<file path="src/rtl/timer_tick_sequencer.sv">
// Arms on command, waits for a synchronized trigger edge, loads the down-counter,
// then paces it with a prescaled tick and reports completion to the register bank.
module timer_tick_sequencer #(
  parameter int PRESCALE_W = 16,
  parameter int CNT_W      = 32,
  parameter int RUNS_W     = 16
) (
  input  logic                  clk,
  input  logic                  rstn,
  input  logic [PRESCALE_W-1:0] cfg_prescale,
  input  logic [CNT_W-1:0]      cfg_n,
  input  logic                  cfg_retrigger,
  input  logic                  arm,
  input  logic                  abort,
  input  logic                  trig_in,
  input  logic                  expired_in,
  output logic                  start,
  output logic                  timer_tick,
  output logic [CNT_W-1:0]      n_out,
  output logic                  busy,
  output logic                  done,
  output logic [RUNS_W-1:0]     run_count,
  output logic [1:0]            state_o
);

  typedef enum logic [1:0] {
    IDLE  = 2'd0,
    ARMED = 2'd1,
    LOAD  = 2'd2,
    RUN   = 2'd3
  } state_t;

  state_t                state_reg, state_next;
  logic                  s1_reg, s2_reg, s3_reg;
  logic                  trig_edge;
  logic [PRESCALE_W-1:0] p_lat_reg;
  logic [PRESCALE_W-1:0] pre_cnt_reg;
  logic [CNT_W-1:0]      n_reg;
  logic                  retrig_reg;
  logic                  done_reg;
  logic [RUNS_W-1:0]     runs_reg;
  logic                  load_cfg;
  logic                  complete;

  // Three-flop chain: two for metastability, the third for rising-edge detect.
  always_ff @(posedge clk or negedge rstn) begin
    if (!rstn) begin
      s1_reg <= 1'b0;
      s2_reg <= 1'b0;
      s3_reg <= 1'b0;
    end else begin
      s1_reg <= trig_in;
      s2_reg <= s1_reg;
      s3_reg <= s2_reg;
    end
  end

  assign trig_edge = s2_reg & ~s3_reg;

  always_comb begin
    state_next = state_reg;
    load_cfg   = 1'b0;
    complete   = 1'b0;
    case (state_reg)
      IDLE: begin
        if (arm && !abort) state_next = ARMED;
      end
      ARMED: begin
        if (abort) begin
          state_next = IDLE;
        end else if (trig_edge) begin
          state_next = LOAD;
          load_cfg   = 1'b1;
        end
      end
      LOAD: begin
        state_next = abort ? IDLE : RUN;
      end
      RUN: begin
        if (abort) begin
          state_next = IDLE;
        end else if (expired_in) begin
          complete   = 1'b1;
          state_next = retrig_reg ? ARMED : IDLE;
        end
      end
      default: state_next = IDLE;
    endcase
  end

  always_ff @(posedge clk or negedge rstn) begin
    if (!rstn) begin
      state_reg   <= IDLE;
      p_lat_reg   <= '0;
      pre_cnt_reg <= '0;
      n_reg       <= '0;
      retrig_reg  <= 1'b0;
      done_reg    <= 1'b0;
      runs_reg    <= '0;
    end else begin
      state_reg <= state_next;
      done_reg  <= complete;
      // Config is sampled only as the trigger fires, so later edits never disturb a run.
      if (load_cfg) begin
        n_reg      <= cfg_n;
        p_lat_reg  <= cfg_prescale;
        retrig_reg <= cfg_retrigger;
      end
      if (state_reg == RUN) begin
        pre_cnt_reg <= (pre_cnt_reg == p_lat_reg) ? '0 : pre_cnt_reg + PRESCALE_W'(1);
      end else begin
        pre_cnt_reg <= '0;
      end
      if (complete && (runs_reg != '1)) begin
        runs_reg <= runs_reg + RUNS_W'(1);
      end
    end
  end

  assign start      = (state_reg == LOAD);
  assign timer_tick = (state_reg == RUN) && (pre_cnt_reg == p_lat_reg) && !expired_in && !abort;
  assign busy       = (state_reg != IDLE);
  assign done       = done_reg;
  assign n_out      = n_reg;
  assign run_count  = runs_reg;
  assign state_o    = state_reg;

endmodule

</file>
<file path="config.mk">
export PLATFORM = sky130hd
export DESIGN_NAME = timer_tick_sequencer
export DESIGN_NICKNAME = d
export VERILOG_FILES = /design/src/rtl/timer_tick_sequencer.sv
export SDC_FILE = /design/constraint.sdc
export NUM_CORES = 1
export LEC_CHECK = 0
export ABC_AREA = 1
export CORE_AREA = 2 2 139 107
export DETAILED_ROUTE_END_ITERATION = 8
export DIE_AREA = 0 0 141 109
export PLACE_DENSITY = 0.62
export SLEW_MARGIN = 20
export SYNTH_ARGS = -nofsm -noshare
export SYNTH_HDL_FRONTEND = slang
export SYNTH_SLANG_ARGS = --single-unit
export TNS_END_PERCENT = 10
</file>
<file path="constraint.sdc">
create_clock -name clk -period 4.43 [get_ports clk]
set_input_delay 0.443 -clock clk [delete_from_list [all_inputs] [get_ports clk]]
set_output_delay 0.443 -clock clk [all_outputs]
set_load 0.1 [all_outputs]
</file>
==> summary.md, run 1 <==
| Metric | Value |
|---|---|
| Run status | completed |
| Post-Place Cell Area | 5370 um^2 |
| Total GRT Usage | 13.1% |
| Die footprint | 15,400 um^2 |
| Number of sinks handled by clock tree synthesis | 87 |
| Layout-stage area growth over the synthesis result | 38.0% |
| Nets in the synthesized netlist | 513 |
| Adder and majority gate portion of the synthesized area | 0.608% |
| Max transition margin | 31.0% |
| Flip-flop count of the largest register, all copies and words added | 32 |
| Global-route wire length before repair | 16,300 um |
| Number of H-tree branching levels | 3 |
| Utilization after layout | 40.2% |
| Horiz. Die Dim | 141 um |
| Overflow left after global routing | 0 |
| Synth warn | 0 |
| Flops & latches, synth | 87 |
| Antenna violations before repair | 0 |
| Final clock period utilization by the worst path | 70.4% |
| DRC violations left | 0 |
| Detailed placer's ending HPWL | 6740 um |
| Routability Congestion | 0.812 |
| Number of nets at the end of the flow | 623 |
| Via count of the first global-routing pass | 3,467 |
| Sequential fraction of the synthesis area | 52.9% |
| Dominant combinational cell family by area after synthesis | simple AND/OR/NAND/NOR gates |
| Number of hold buffers added after cts | 0 |
| Worst-Margin Slew | 1.03 ns |
| RSZ-0062 raised after global routing | no |
| Iteration-0 DRC Markers | 123 |
| Kind of cell with the highest combined delay on the critical path | buffers and inverters |
| Simple-gate share of the synthesized area | 23.8% |
| Die height | 109 um |
| Worst vdd rail ir drop | 0.508 mV |
| Inserted Diodes | 0 |
| Layout cells sized above 1 | 10.2% |
| Placed cell count | 735 |
| Clock Tree Buf Depth | 2 |
| Pin count of the biggest net entering global routing | 88 |
| Total number of vias | 3,303 |
| Critical path class | reg2out |
| IO Pins | 109 |
| Power per standard cell area | 729 nW/um^2 |
| DRT Pass-1 Iters | 4 |
| Share of the synthesized area in compound gates (AO/OA/AOI/OAI) | 2.65% |
| Average via count per standard cell | 4.40 |
| Total negative slack | 0 ns |
| Number of nets with antenna violations after routing | 0 |
| Critical Path Source Type | flip-flop |
| Number of buffers inserted by port buffering | 108 |
| Cell-by-cell trace of the critical path | inv_1, nand2_1, nand2_1, nor2_1, nand2_1, nor2_1, nand2_1, nor2_1, clkdlybuf4s50_1 |
| Slowest stage cell on the critical path | clkdlybuf4s50_1 |
| Commonest non-fill, non-tap cell in the layout | nand2_1 |
| Largest stage delay on the critical path | 1.14 ns |
| Critical path arrival | 2.68 ns |
| Post-synthesis share of cell area spent on xor and xnor gates | 4.90% |
| Starting density of the core | 29.1% |
| Post-CTS Setup Bufs | 0 |
| Cell repeated most along the worst path | nand2_1 |
| Maximum fanout along the worst path | 4 |
| Maxcap violations | 0 |
| TritonCTS clock tree | done |
| Hold Path Class | in2async |
| Number of cell rows | 38 |
| Cts repair resizes | 0 |
| Static leakage | 2.52 nW |
| Distinct cells, synth | 28 |
| Post-DR wirelength/cell | 12.7 um |
| Worst Hold Margin | 0.167 ns |
| CP endpoint kind | output pin |
| Post-CTS clock slew at the launch and capture registers of the worst setup and hold paths | 0.07 ns |
| Post-route cell area | 5680 um^2 |
| Root buffer selected by CTS | clkbuf_16 |
| Setup Skew | 0.0102 ns |
| CORE AREA | 14,100 um^2 |
| Final critical delay including setup and external delays | 3.12 ns |
| Netlist area before placement | 4120 um^2 |
| Fraction of synthesized area in multiplexers | 9.58% |
| Inserted Clock Buffers | 9 |
| Final count of hold timing violations | 0 |
| Combined buffer and inverter count along the critical path | 2 |
| Post-synthesis cell count | 456 |
| Pins over their slew limit | 0 |
| Final setup violation count | 0 |
| Total routed wirelength | 9500 um |
| Required time worst endpoint | 3.99 ns |
| Commonest non-fill, non-tap cells in the layout | nand2_1 (128), clkdlybuf4s50_1 (107), dfrtp_1 (87) |
| Syn avg cell area | 9.02 um^2 |
| Max Freq | 321 MHz |
| Source-to-sink clock delay at the later pin of the worst-skew pair | 0.34 ns |
| Final non-filler cell total | 751 |
-- cell usage after synthesis, drive strengths merged --
cell / instances / area share (%)
a21oi: 14 / 1.7
and2: 1 / 0.15
buf: 8 / 1.3
clkbuf: 1 / 0.091
dfrtp: 87 / 53
ha: 2 / 0.61
inv: 45 / 4.1
mux2: 35 / 9.6
nand2: 130 / 12
nand3: 16 / 2.2
nand3b: 1 / 0.18
nand4: 5 / 0.91
nor2: 73 / 6.7
nor3: 8 / 1.6
o21ai: 6 / 0.73
o2bb2ai: 1 / 0.21
xnor2: 12 / 2.6
xor2: 11 / 2.3
-- worst paths after layout --
check                           endpoint  cells after the start           start  slack [ns]
setup reg to reg               n_out[29]                      4          s2_reg        2.22
hold / removal              p_lat_reg[5]                      1            rstn        0.17
min in group clk                  s2_reg                      0          s1_reg        0.35
hold reg to reg                   s2_reg                      0          s1_reg        0.35
max in group asynchronous  run_count[10]                      1            rstn        3.69
setup / recovery              timer_tick                      9  pre_cnt_reg[5]        1.31
-- per-layer routing --
metal,GRT usage [%],vias up,routed length (um)
met2,22.0,81,4410
met5,0,-,0
met1,16.6,1568,4460
met4,3.21,0,84
li1,-,1647,-
met3,4.30,7,544
-- metrics by stage --
stage	worst slack, ns	total power [mW]
after global routing	1.10	4.32
final	1.31	4.14
after global placement	1.48	3.36
after floorplan	1.29	2.85
after detailed placement	1.46	3.39
after CTS	1.30	4.18
-- kinds of logic after synthesis --
kind of cell,count (synthesis)
AOI/OAI and AO/OA,21
xor gates and xnor gates,23
adders and majority gates,2
buffers and inverters,54
DFF,87
muxes,35
and+or+nand+nor,234
-- power breakdown --
group / internal [mW] / switching (mW)
registers: 1.04 / 0.156
logic: 0.545 / 1.62
clock network: 0.454 / 0.322
-- layout make-up --
cell class	count	area, um^2
Fill cell	1385	8440
Sequential cell	87	2180
Multi-Input combinational cell	315	1720
Timing Repair Buffer	108	1080
Clock buffer	10	239
Tap cell	180	225
Inverter	45	169
Clock inverter	6	67.6
Power figures use the tool's default switching activity.
==> run 2: changes to the inputs <==
- PLACE_DENSITY: 0.62 -> 0.64
- clock period: 4.43 -> 2.66 ns (I/O delays scaled with it)
==> run 2 against run 1 <==
Effect of this change:
- combinational power grew 61%
- global-route usage shrank 0.28 points
- final area shrank 2.0%
- flip-flop and latch count is the same
- setup slack lost 0.72 ns
- core utilization shrank 0.82 points
- total power grew 61%
- via count shrank 0.18%
- hold slack gained 0.18 ns
- critical path depth shrank 3
- critical path type is now in2reg
- largest power group unchanged
- highest routed layer unchanged
==> summary.md, run 2 (synthesis gave the netlist of run 1 again) <==
| Metric | Value |
|---|---|
| Required time worst endpoint | 2.85 ns (was 3.99 ns) |
| RSZ-0062 raised after global routing | no (unchanged) |
| FF/Latch Area | 2180 um^2 (unchanged) |
| Horiz. Die Dim | 141 um (unchanged) |
| Total routed wirelength | 9290 um (was 9500 um) |
| Detailed placer's ending HPWL | 6860 um (was 6740 um) |
| Number of sinks handled by clock tree synthesis | 87 (unchanged) |
| Post-CTS Setup Bufs | 0 (unchanged) |
| Critical path class | in2reg (was reg2out) |
| Inserted Clock Buffers | 9 (unchanged) |
| Inserted Diodes | 0 (unchanged) |
| Root buffer selected by CTS | clkbuf_16 (unchanged) |
| Filler Cells Inserted | 1,394 (was 1,385) |
| Worst vdd rail ir drop | 0.929 mV (was 0.508 mV) |
| Area of the multi-input gates | 1720 um^2 (about the same) |
| Setup Skew | 0.00461 ns (was 0.0102 ns) |
| Final clock period utilization by the worst path | 77.8% |
| Critical R2R Capture | p_lat_reg[5] (was n_out[29]) |
| Final setup violation count | 0 (unchanged) |
| Reg-to-Reg Start | s2_reg (unchanged) |
| Hold Path Class | reg2reg (was in2async) |
| Die footprint | 15,400 um^2 (unchanged) |
| Tot Pwr | 6.66 mW (was 4.14 mW) |
| Layout cells sized above 1 | 19.7% (was 10.2%) |
| Total number of vias | 3,297 (was 3,303) |
| Source-to-sink clock delay at the later pin of the worst-skew pair | 0.33 ns (was 0.34 ns) |
| Worst Hold Margin | 0.345 ns (was 0.167 ns) |
| Critical path arrival | 2.26 ns (was 2.68 ns) |
| Flip-flop count of the largest register, all copies and words added | 32 (unchanged) |
| Utilization after layout | 39.4% (was 40.2%) |
| Number of cells traversed by the worst hold path | 0 |
| Commonest non-fill, non-tap cells in the layout | nand2_1 (128), dfrtp_1 (87), nor2_1 (72) (was nand2_1 (128), clkdlybuf4s50_1 (107), dfrtp_1 (87)) |
| CP endpoint kind | flip-flop (was output pin) |
| Layout-stage area growth over the synthesis result | 35.2% (was 38.0%) |
| Run status | completed (unchanged) |
| IO Pins | 109 (unchanged) |
| Starting density of the core | 29.1% (unchanged) |
| Maxcap violations | 0 (unchanged) |
| DRT Pass-1 Iters | 4 (unchanged) |
| Total GRT Usage | 12.9% (was 13.1%) |
| Pin count of the biggest net entering global routing | 46 (was 88) |
| FF-to-FF setup slack | 0.60 ns (was 2.22 ns) |
| Die height | 109 um (unchanged) |
| Post-DR wirelength/cell | 12.3 um (was 12.7 um) |
| Iteration-0 DRC Markers | 128 (was 123) |
| Average via count per standard cell | 4.37 (was 4.40) |
| Final count of hold timing violations | 0 (unchanged) |
| Worst-Margin Slew | 0.775 ns (was 1.03 ns) |
| Via count of the first global-routing pass | 3,352 (was 3,467) |
| Max transition margin | 48.2% (was 31.0%) |
| Number of H-tree branching levels | 3 (unchanged) |
| Depth of the most critical reg-to-reg path | 6 (was 4) |
| Number of buffers inserted by port buffering | 108 (unchanged) |
| Post-CTS clock slew at the launch and capture registers of the worst setup and hold paths | 0.06 ns (was 0.07 ns) |
| TritonCTS clock tree | done (unchanged) |
| Number of nets at the end of the flow | 626 (was 623) |
| Power per standard cell area | 1200 nW/um^2 (was 729 nW/um^2) |
| Final non-filler cell total | 754 (was 751) |
| DRC violations left | 0 (unchanged) |
| Clock Tree Buf Depth | 2 (unchanged) |
| Max Freq | 483 MHz |
| Antenna violations before repair | 0 (unchanged) |
| Static leakage | 2.61 nW (was 2.52 nW) |
| Global-route wire length before repair | 15,800 um (was 16,300 um) |
| Launch point of the worst hold path | s1_reg |
| CORE AREA | 14,100 um^2 (unchanged) |
| Critical Path Source Type | primary input (was flip-flop) |
| Number of cell rows | 38 (unchanged) |
| Final critical delay including setup and external delays | 2.07 ns |
| Pins over their slew limit | 0 (unchanged) |
| Number of nets with antenna violations after routing | 0 (unchanged) |
| Overflow left after global routing | 0 (unchanged) |
| Commonest non-fill, non-tap cell in the layout | nand2_1 (unchanged) |
| Placed cell count | 737 (was 735) |
| Routability Congestion | 0.849 (was 0.812) |
| Sink of the worst hold path | s2_reg |
| Maximum fanout along the worst path | 45 (was 4) |
-- run 2: cell count changes in the layout (fill, tap and decap cells not counted), moves of 2 or more --
| cell | before | now |
|---|---|---|
| buf_12 | 0 | 2 |
| clkbuf_1 | 0 | 2 |
| clkdlybuf4s50_1 | 107 | 53 |
| buf_4 | 0 | 55 |
-- run 2: layer usage --
metal  wire length [um]  track usage [%]
met1               4330             16.3
met2               4360             21.5
met3                543             4.00
met4                 55             3.29
met5                  0                0
-- run 2: worst max path at each step --
stage / endpoint / cells after the start / startpoint
2_1_floorplan: start / 2 / state_o[1]
3_3_place_gp: p_lat_reg[5] / 6 / abort
3_5_place_dp: p_lat_reg[5] / 6 / abort
4_1_cts: p_lat_reg[5] / 6 / s2_reg
5_1_grt: p_lat_reg[5] / 6 / s2_reg
6_report: p_lat_reg[5] / 6 / abort
-- run 2: final cells by class --
cell class	instances	area share, %
Clock buffer	13	4.68
Clock inverter	3	0.315
Inverter	45	3.04
Multi-Input combinational cell	315	30.9
Sequential cell	87	39.1
Tap cell	180	4.05
Timing Repair Buffer	111	17.9
-- run 2: repair_timing --
action	4_1_cts	5_1_grt
hold endpoints to repair	44	0
hold buffers	1	0
resized for setup	0	0
-- run 2: stage by stage --
step	setup TNS, ns	area, um^2	worst slack, ns
floorplan	-0.0843	4120	-0.0843
global route	0	5560	0.323
CTS	0	5560	0.553
finish	0	5560	0.590
global placement	0	5280	0.338
detailed placement	0	5280	0.221
-- run 2: power breakdown --
part           internal, mW  leakage [nW]  total, mW  switching, mW
registers              1.73          1.09       2.00          0.269
logic                 0.806          1.38       3.49           2.69
clock network         0.681         0.136       1.17          0.488
total                  3.22          2.61       6.66           3.44
-- run 2: worst max-delay path, stage by stage --
cell	delay (ns)
clkdlybuf4s50_1	0.47
inv_1	0.22
nand4_4	0.63
buf_4	0.47
nor2_1	0.12
a21oi_1	0.06
